**src/rtl/bcd_pkg.sv**
```systemverilog
// Shared types and constants for the sequential binary-to-BCD converter.
// BCD_LZB_EN (leading-zero blanking) uses the blank code and helper defined here.
package bcd_pkg;

  localparam int IN_W     = 10;
  localparam int N_DIGITS = 4;
  localparam int N_ITER   = 10;
  localparam int ACC_W    = 4 * N_DIGITS;
  localparam int CNT_W    = 4;

  localparam logic [3:0] BCD_BLANK = 4'hF;

  typedef enum logic [1:0] {
    IDLE  = 2'd0,
    SHIFT = 2'd1,
    DONE  = 2'd2
  } state_e;

  // Replace leading zero digits (thousands down to tens) with the blank code.
  function automatic logic [ACC_W-1:0] bcd_blank(input logic [ACC_W-1:0] digits);
    logic [ACC_W-1:0] r;
    logic             lead;
    r    = digits;
    lead = 1'b1;
    for (int d = N_DIGITS - 1; d >= 1; d--) begin
      if (lead && (digits[4*d +: 4] == 4'd0)) begin
        r[4*d +: 4] = BCD_BLANK;
      end else begin
        lead = 1'b0;
      end
    end
    return r;
  endfunction

endpackage

```
**src/rtl/bcd_add3.sv**
```systemverilog
// Double-dabble digit correction: a digit of 5 or more gets +3 before the shift.
module bcd_add3 (
  input  logic [3:0] digit_i,
  output logic [3:0] digit_o
);

  // Purely combinational correction; no carry leaves the digit.
  always_comb begin
    if (digit_i >= 4'd5) begin
      digit_o = digit_i + 4'd3;
    end else begin
      digit_o = digit_i;
    end
  end

endmodule

```
**src/rtl/bcd_seq_ctrl.sv**
```systemverilog
// Sequential 10-bit binary to 4-digit BCD converter (double dabble, one bit per cycle).
// Define BCD_LZB_EN to blank leading zero digits out3..out1 with 4'hF.
module bcd_seq_ctrl #(
  parameter int IN_W = 10
) (
  input  logic            clk,
  input  logic            rst,
  input  logic            in_valid,
  output logic            in_ready,
  input  logic [IN_W-1:0] in_data,
  output logic            out_valid,
  input  logic            out_ready,
  output logic [3:0]      out0,
  output logic [3:0]      out1,
  output logic [3:0]      out2,
  output logic [3:0]      out3,
  output logic            busy
);
  import bcd_pkg::*;

  state_e             state_q, state_d;
  logic [IN_W-1:0]    sreg_q, sreg_d;
  logic [ACC_W-1:0]   acc_q, acc_d;
  logic [CNT_W-1:0]   cnt_q, cnt_d;
  logic [ACC_W-1:0]   res_q, res_d;
  logic               valid_q, busy_q;

  logic [ACC_W-1:0]   acc_adj_s;
  logic [ACC_W-1:0]   acc_shift_s;
  logic [ACC_W-1:0]   res_next_s;
  logic               accept_s;
  logic               last_iter_s;

  bcd_add3 u_add3_d0 (.digit_i(acc_q[3:0]),   .digit_o(acc_adj_s[3:0]));
  bcd_add3 u_add3_d1 (.digit_i(acc_q[7:4]),   .digit_o(acc_adj_s[7:4]));
  bcd_add3 u_add3_d2 (.digit_i(acc_q[11:8]),  .digit_o(acc_adj_s[11:8]));
  bcd_add3 u_add3_d3 (.digit_i(acc_q[15:12]), .digit_o(acc_adj_s[15:12]));

  // Corrected accumulator shifted left with the next binary bit entering at bit 0.
  always_comb begin
    acc_shift_s = {acc_adj_s[ACC_W-2:0], sreg_q[IN_W-1]};
    last_iter_s = (cnt_q == CNT_W'(N_ITER - 1));
`ifdef BCD_LZB_EN
    res_next_s  = bcd_blank(acc_shift_s);
`else
    res_next_s  = acc_shift_s;
`endif
  end

  // State register.
  always_ff @(posedge clk or posedge rst) begin
    if (rst) begin
      state_q <= IDLE;
    end else begin
      state_q <= state_d;
    end
  end

  // Next-state logic; DONE can hand straight over to a new conversion.
  always_comb begin
    state_d = state_q;
    case (state_q)
      IDLE: begin
        if (accept_s) begin
          state_d = SHIFT;
        end else begin
          state_d = IDLE;
        end
      end
      SHIFT: begin
        if (last_iter_s) begin
          state_d = DONE;
        end else begin
          state_d = SHIFT;
        end
      end
      DONE: begin
        if (out_ready && in_valid) begin
          state_d = SHIFT;
        end else if (out_ready) begin
          state_d = IDLE;
        end else begin
          state_d = DONE;
        end
      end
      default: state_d = IDLE;
    endcase
  end

  // Output decode: handshake ready and the digit/flag ports.
  always_comb begin
    case (state_q)
      IDLE:    in_ready = 1'b1;
      DONE:    in_ready = out_ready;
      SHIFT:   in_ready = 1'b0;
      default: in_ready = 1'b0;
    endcase
    accept_s  = in_valid & in_ready;
    out_valid = valid_q;
    busy      = busy_q;
    out0      = res_q[3:0];
    out1      = res_q[7:4];
    out2      = res_q[11:8];
    out3      = res_q[15:12];
  end

  // Datapath next-state: load on accept, one double-dabble step per SHIFT cycle.
  always_comb begin
    sreg_d = sreg_q;
    acc_d  = acc_q;
    cnt_d  = cnt_q;
    res_d  = res_q;
    if (accept_s) begin
      sreg_d = in_data;
      acc_d  = {ACC_W{1'b0}};
      cnt_d  = {CNT_W{1'b0}};
    end else if (state_q == SHIFT) begin
      acc_d  = acc_shift_s;
      sreg_d = {sreg_q[IN_W-2:0], 1'b0};
      if (last_iter_s) begin
        cnt_d = {CNT_W{1'b0}};
        res_d = res_next_s;
      end else begin
        cnt_d = cnt_q + 4'd1;
        res_d = res_q;
      end
    end else begin
      sreg_d = sreg_q;
      acc_d  = acc_q;
    end
  end

  // Datapath and registered status flags.
  always_ff @(posedge clk or posedge rst) begin
    if (rst) begin
      sreg_q  <= {IN_W{1'b0}};
      acc_q   <= {ACC_W{1'b0}};
      cnt_q   <= {CNT_W{1'b0}};
      res_q   <= {ACC_W{1'b0}};
      valid_q <= 1'b0;
      busy_q  <= 1'b0;
    end else begin
      sreg_q  <= sreg_d;
      acc_q   <= acc_d;
      cnt_q   <= cnt_d;
      res_q   <= res_d;
      valid_q <= (state_d == DONE);
      busy_q  <= (state_d == SHIFT);
    end
  end

endmodule

```
**config.mk**
```make
export PLATFORM = sky130hd
export DESIGN_NAME = bcd_seq_ctrl
export DESIGN_NICKNAME = d
export VERILOG_FILES = /design/src/rtl/bcd_pkg.sv /design/src/rtl/bcd_add3.sv /design/src/rtl/bcd_seq_ctrl.sv
export SDC_FILE = /design/constraint.sdc
export NUM_CORES = 1
export LEC_CHECK = 0
export BUFFER_PORTS_ARGS = -buffer_cell sky130_fd_sc_hd__buf_2
export CAP_MARGIN = 20
export CORE_MARGIN = 8
export CORE_UTILIZATION = 51
export CTS_CLUSTER_SIZE = 20
export DETAILED_ROUTE_END_ITERATION = 10
export PLACE_DENSITY = 0.72
export SLEW_MARGIN = 5
export SYNTH_ARGS = -nofsm -noshare
export SYNTH_HDL_FRONTEND = slang
export SYNTH_SLANG_ARGS = --single-unit
```
**constraint.sdc**
```tcl
create_clock -name clk -period 3.2 [get_ports clk]
set_input_delay 0.64 -clock clk [delete_from_list [all_inputs] [get_ports clk]]
set_output_delay 0.64 -clock clk [all_outputs]
set_load 0.01 [all_outputs]
```
# [After elaboration in Yosys (flattened, before gate mapping)]
# Cells that the tools add are included.
[totals] ff_bits=50 in_bits=14 wordCells=44
[op_classes] add_sub_neg=5 order_cmp=4 eq_ne=5 muxes=17 bitwise_logic=2 reduce_logical=4
[ops] op="2-to-1 mux 16 bit" n=2
[ops] op="2-to-1 mux 4 bit" n=6
[ops] op="2-to-1 mux 10 bit" n=2
[ops] op=">= comparator 4 x 3 -> 1 bit, second input constant" n=4
[ops] op="adder 4 x 2 -> 4 bit, second input constant" n=3
[ops] op="2-to-1 mux 2 bit" n=3
[ops] op="one-hot mux 2 bit (3 select lines)" n=1
[ops] op="adder 4 x 1 -> 4 bit, second input constant" n=1
[ops] op="equality test 2 x 1 -> 1 bit, second input constant" n=2
[ops] op="equality test 2 bit, second input constant" n=2
[ops] op="equality test 4 bit, second input constant" n=1
[ops] op="adder 3 x 2 -> 3 bit, second input constant" n=1
[ops] op="2-to-1 mux 3 bit" n=1
[ops] op="AND reduction 3 bit" n=1
[ops] op="zero test 2 bit" n=1
[ops] op="one-hot mux 1 bit (2 select lines)" n=1
[ops] op="nonzero test 2 bit" n=1
[ops] op="bitwise AND 1 bit" n=1
[ops] op="logical AND 1 bit" n=1
[ops] op="2-to-1 mux 1 bit" n=1
[ops] op="NOT 1 bit" n=1

# [Longest topological paths before layout]
[depth] word_depth=6 ltp_mapped=7 depth_no_buf=6

# [Cells and area by module]
# Synthesis repeated with hierarchy kept, for this count alone.
[hier_totals] cells_unflattened=247 hier_area_um2=2575.0
[modules_own_cells] mod="bcd_seq_ctrl" n_inst=1 cells_per_inst=183 area_per_inst_um2=2169.6
[modules_own_cells] mod="bcd_add3" n_inst=4 cells_per_inst=16 area_per_inst_um2=101.3

# [Worst setup path before layout]
# No wires, ideal clock.
[synth_path] kind="input -> output" from="in out_ready" to="out in_ready" t_arrival_ps=1008 required_time_ps=2560 setup_slack_ps=1552 cell_stages=2 path_buffers=0 path_cell_list="and2b_1 > nor2_1"
[synth_via] elab_chain_len=1
[synth_lines] element="from (decl)" line="bcd_seq_ctrl.sv:12" rtl="input logic out_ready,"
[synth_lines] element="one-hot mux 1 bit (2 select lines)" line="bcd_seq_ctrl.sv:92" rtl="case (state_q)"
[synth_lines] element="to (decl)" line="bcd_seq_ctrl.sv:9" rtl="output logic in_ready,"
# No other way between the ends.

# [Final worst setup path]
[layout_path] from="reg state_q[0]" to="reg res_q[6]"
[layout_via] elab_chain_len=5 word_cells_on_any_way=7 cone_classes="eq/ne (2); mux (1); bitwise (2); reduce/logical (2)"
[layout_lines] element="from (decl)" line="bcd_seq_ctrl.sv:21" rtl="state_e state_q, state_d;"
[layout_lines] element="from (signal assigned)" line="bcd_seq_ctrl.sv:55" rtl="state_q <= state_d;"
[layout_lines] element="equality test 2 bit / zero test 2 bit (equally long branches)" line="bcd_seq_ctrl.sv:92"
[layout_lines] element="one-hot mux 1 bit (2 select lines)" line="bcd_seq_ctrl.sv:92"
[layout_lines] element="bitwise AND 1 bit" line="bcd_seq_ctrl.sv:98" rtl="accept_s = in_valid & in_ready;"
[layout_lines] element="NOT 1 bit (no line)"
[layout_lines] element="AND reduction 3 bit (no line) (*)"
[layout_lines] element="to (signal assigned)" line="bcd_seq_ctrl.sv:139" rtl="res_q <= {ACC_W{1'b0}};"
[layout_lines] element="to (signal assigned)" line="bcd_seq_ctrl.sv:146" rtl="res_q <= res_d;"
[layout_lines] element="to (decl)" line="bcd_seq_ctrl.sv:25" rtl="logic [ACC_W-1:0] res_q, res_d;"
# Mark *: on every way between the ends. The rest lies on a longest branch, timed or not.
# A chain may end at the register's enable or synchronous reset.

==> impl_metrics.toml <==
[status]
outcome = "complete, no violations"

[setup_path]
required_ns = 3.38
arrival_ns = 2.06
startpoint_type = "register"
slowest_delay_ns = 0.48
cp-end-kind = "register"
path_max_fanout = 25
rr_endpoint = "res_q[6]"
path_cells = "nand2b_1 -> nor2_8 -> mux2_2"
crit_buf_inv = 0
r2r-start = "state_q[0]"
cp_top_family = "simple AND/OR/NAND/NOR gates"
r2r.worst_path.cells = 3
path_class = "reg -> reg"
rrSetupSlack_ns = 1.32
cpMaxStageDelayCell = "dfrtp_1"

[route]
drt_iter0_markers = 105
wl_per_cell_um = 14.5
drcViolationCount = 0
dr_total_vias = 1649
ant_nets = 0
wl_um = 4400
vias_per_cell = 5.44
firstDrtPassIters = 4

[clocking]
cts_resized = 0
clk_path_buf_depth = 2
insertion_delay_ns = 0.30
cts_tree = "yes"
cts_hold_buf = 0
cts_setup_buffers = 0
cts-root-buf = "clkbuf_8"
htree_levels = 2
cts.sinks = 50
cts_buffers = 5
clk_pin_slew_ns = 0.09

[floorplan]
die-area_um2 = 7110
core-area_um2 = 4600
io_pins = 33
initial_utilization_pct = 51.8
rows = 25
die_width_um = 84.3
die_y_um = 84.3

[power]
p_seq_share_pct = 42.8
power.total_mw = 2.55
powerDensity_nw_per_um2 = 958
power_frac_clock_pct = 13.5
power_frac_comb_pct = 43.7
p_sw_share_pct = 38.9
p_int_mw = 1.56
ir_drop_mv = 0.416
p_sw_uw = 990
p_leak_nw = 1.35

[finish]
n_antenna_cell = 0
multi_input_area_um2 = 1010
drive_gt1_share_pct = 22.1
area_growth_pct = 11.7
n_fill_cell = 400
regArea_um2 = 1250
layout.nets = 273
fin_cells = 303

[grt]
overflow = 0
grt_usage_pct = 13.4
grt_max_degree = 51
grt_pass1_vias = 1765
grt_pass1_wl_um = 8100
antenna_found_initial = 0

[timing]
clock_skew_ns = 0.00782
rsz0062_at_grt = "no"
slew_headroom_pct = 46.8
hold_viol_final = 0
min_period_ns = 1.88
setup_viol = 0
fin_setup_tns_ns = 0
slew_violations = 0
worst_pin_slew_ns = 0.798
fin_crit_sh_pct = 58.7
fmax_mhz = 533

[synth]
yosysTopAreaCellShare_pct = 52.6
avgSynthCellArea_um2 = 11.0
yosys-top-cells-area = "dfrtp_1 (53%), ha_1 (5.3%), o21ai_0 (3.6%)"
synth.distinct_cells = 33
netlist_instances = 217
synth_nets = 241
yosysSeqAreaShare_pct = 52.6
ys_ff_latch = 50
yosysWarnings = 0
syn_area_um2 = 2380
yosysTopAreaCell = "dfrtp_1"

[hold_path]
hold_class = "in -> async"

[place]
dp_hpwl_um = 2940
dp.cells = 295
gp_congestion = 0.761
io_buffers = 32

[flow_run]
drv_cap = 0
[layout make-up]
cell class	count	area share [%]
flip-flops and latches	50	47.1
multi-input cells	141	38.0
repair buffers	34	7.06
clock buffers	5	2.59
well taps	54	2.54
inverters	17	2.40
clock inverters	2	0.376
[registers in the layout, summed over array words and instances, names as in the netlist]
signal     cells
out_valid      1
state_q        2
res_q         16
sreg_q        10
cnt_q          4
acc_q         16
busy           1
[kinds of logic (layout without fill, tap and decap cells)]
kind of cell	count (synthesis)	after routing	synth area share (%)
buffers and inverters	26	58	4.99
adders and majority gates	10	10	5.26
DFF	50	50	52.6
AOI/OAI and AO/OA	56	56	15.5
xor gates and xnor gates	4	4	1.47
and+or+nand+nor	55	55	12.6
muxes	16	16	7.68
[worst reg2reg max path, delay by kind of cell (launching register included)]
family / cells / cell delay [ns]
flip-flops: 1 / 0.48
multiplexers: 1 / 0.39
AND/OR/NAND/NOR: 2 / 0.91
[cells in the mapped netlist]
library cell and number:
inv_1 17, nand3_1 4, mux2_4 3, and2b_1 2
buf_2 5, or2_2 2, nor2_1 10, o21ai_1 1
o21ai_0 17, mux2i_1 7, a22o_1 9, a31oi_1 1
nand2b_1 6, a222oi_1 6, o2bb2ai_2 1, mux2_1 1
a21oi_1 16, nand2_1 16, buf_4 2, a21o_1 4
buf_6 1, o31ai_1 1, nor2_8 1, nor3b_1 6
nand3b_1 1, nor3_1 5, nor3b_2 1, dfrtp_1 50
and2_1 1, mux2_2 5, clkbuf_1 1, ha_1 10
xnor2_1 4
[worst max-delay path by stage]
stage	cells after the start	startpoint	endpoint	slack, ns
finish	3	state_q[0]	res_q[6]	1.32
global route	3	state_q[0]	res_q[9]	1.16
CTS	3	state_q[0]	res_q[6]	1.30
detailed placement	4	out_ready	sreg_q[6]	1.21
global placement	4	out_ready	sreg_q[6]	1.25
floorplan	1	rst	acc_q[0]	1.36
[power by group through the flow]
stage | Sequential, mW | Combinational, mW | Clock, mW
floorplan | 1.11 | 0.814 | 0
global placement | 1.10 | 1.09 | 0
detailed placement | 1.10 | 1.12 | 0
CTS | 1.09 | 1.13 | 0.356
global route | 1.14 | 1.27 | 0.380
finish | 1.09 | 1.11 | 0.345
[layer usage]
layer | wire (um) | GRT usage (%) | up-vias | part of all wire (%)
met5 | 0 | 0 | - | 0
met4 | 57 | 4.08 | 0 | 1.3
met3 | 206 | 4.07 | 6 | 4.7
met2 | 2020 | 21.7 | 36 | 46
met1 | 2120 | 16.8 | 794 | 48
li1 | - | - | 813 | -
[cells in the final DEF, fill, tap and decap left out, types with 3 or more instances in the layout]
cell and n:
nand3_1 4, mux2_2 5, a22o_1 9, inv_1 16
a21o_1 4, nor3_1 5, clkbuf_8 5, a21oi_1 16
mux2_4 3, nor2_1 10, nand2_1 16, mux2i_1 7
nor3b_1 6, ha_1 10, dfrtp_1 50, a222oi_1 6
xnor2_1 4, buf_2 32, o21ai_0 17, nand2b_1 6
[through the flow]
step | setup slack [ns] | hold slack (ns) | cell area, um2 | util, %
2_1_floorplan | 1.36 | 0.456 | 2380 | -
3_3_place_gp | 1.25 | 0.469 | 2560 | 55.7
3_5_place_dp | 1.21 | 0.479 | 2560 | 55.7
4_1_cts | 1.30 | 0.500 | 2640 | 57.4
5_1_grt | 1.16 | 0.326 | 2660 | 57.8
6_report | 1.32 | 0.304 | 2660 | 57.8
Note: power is estimated with default switching activity, not from simulation.
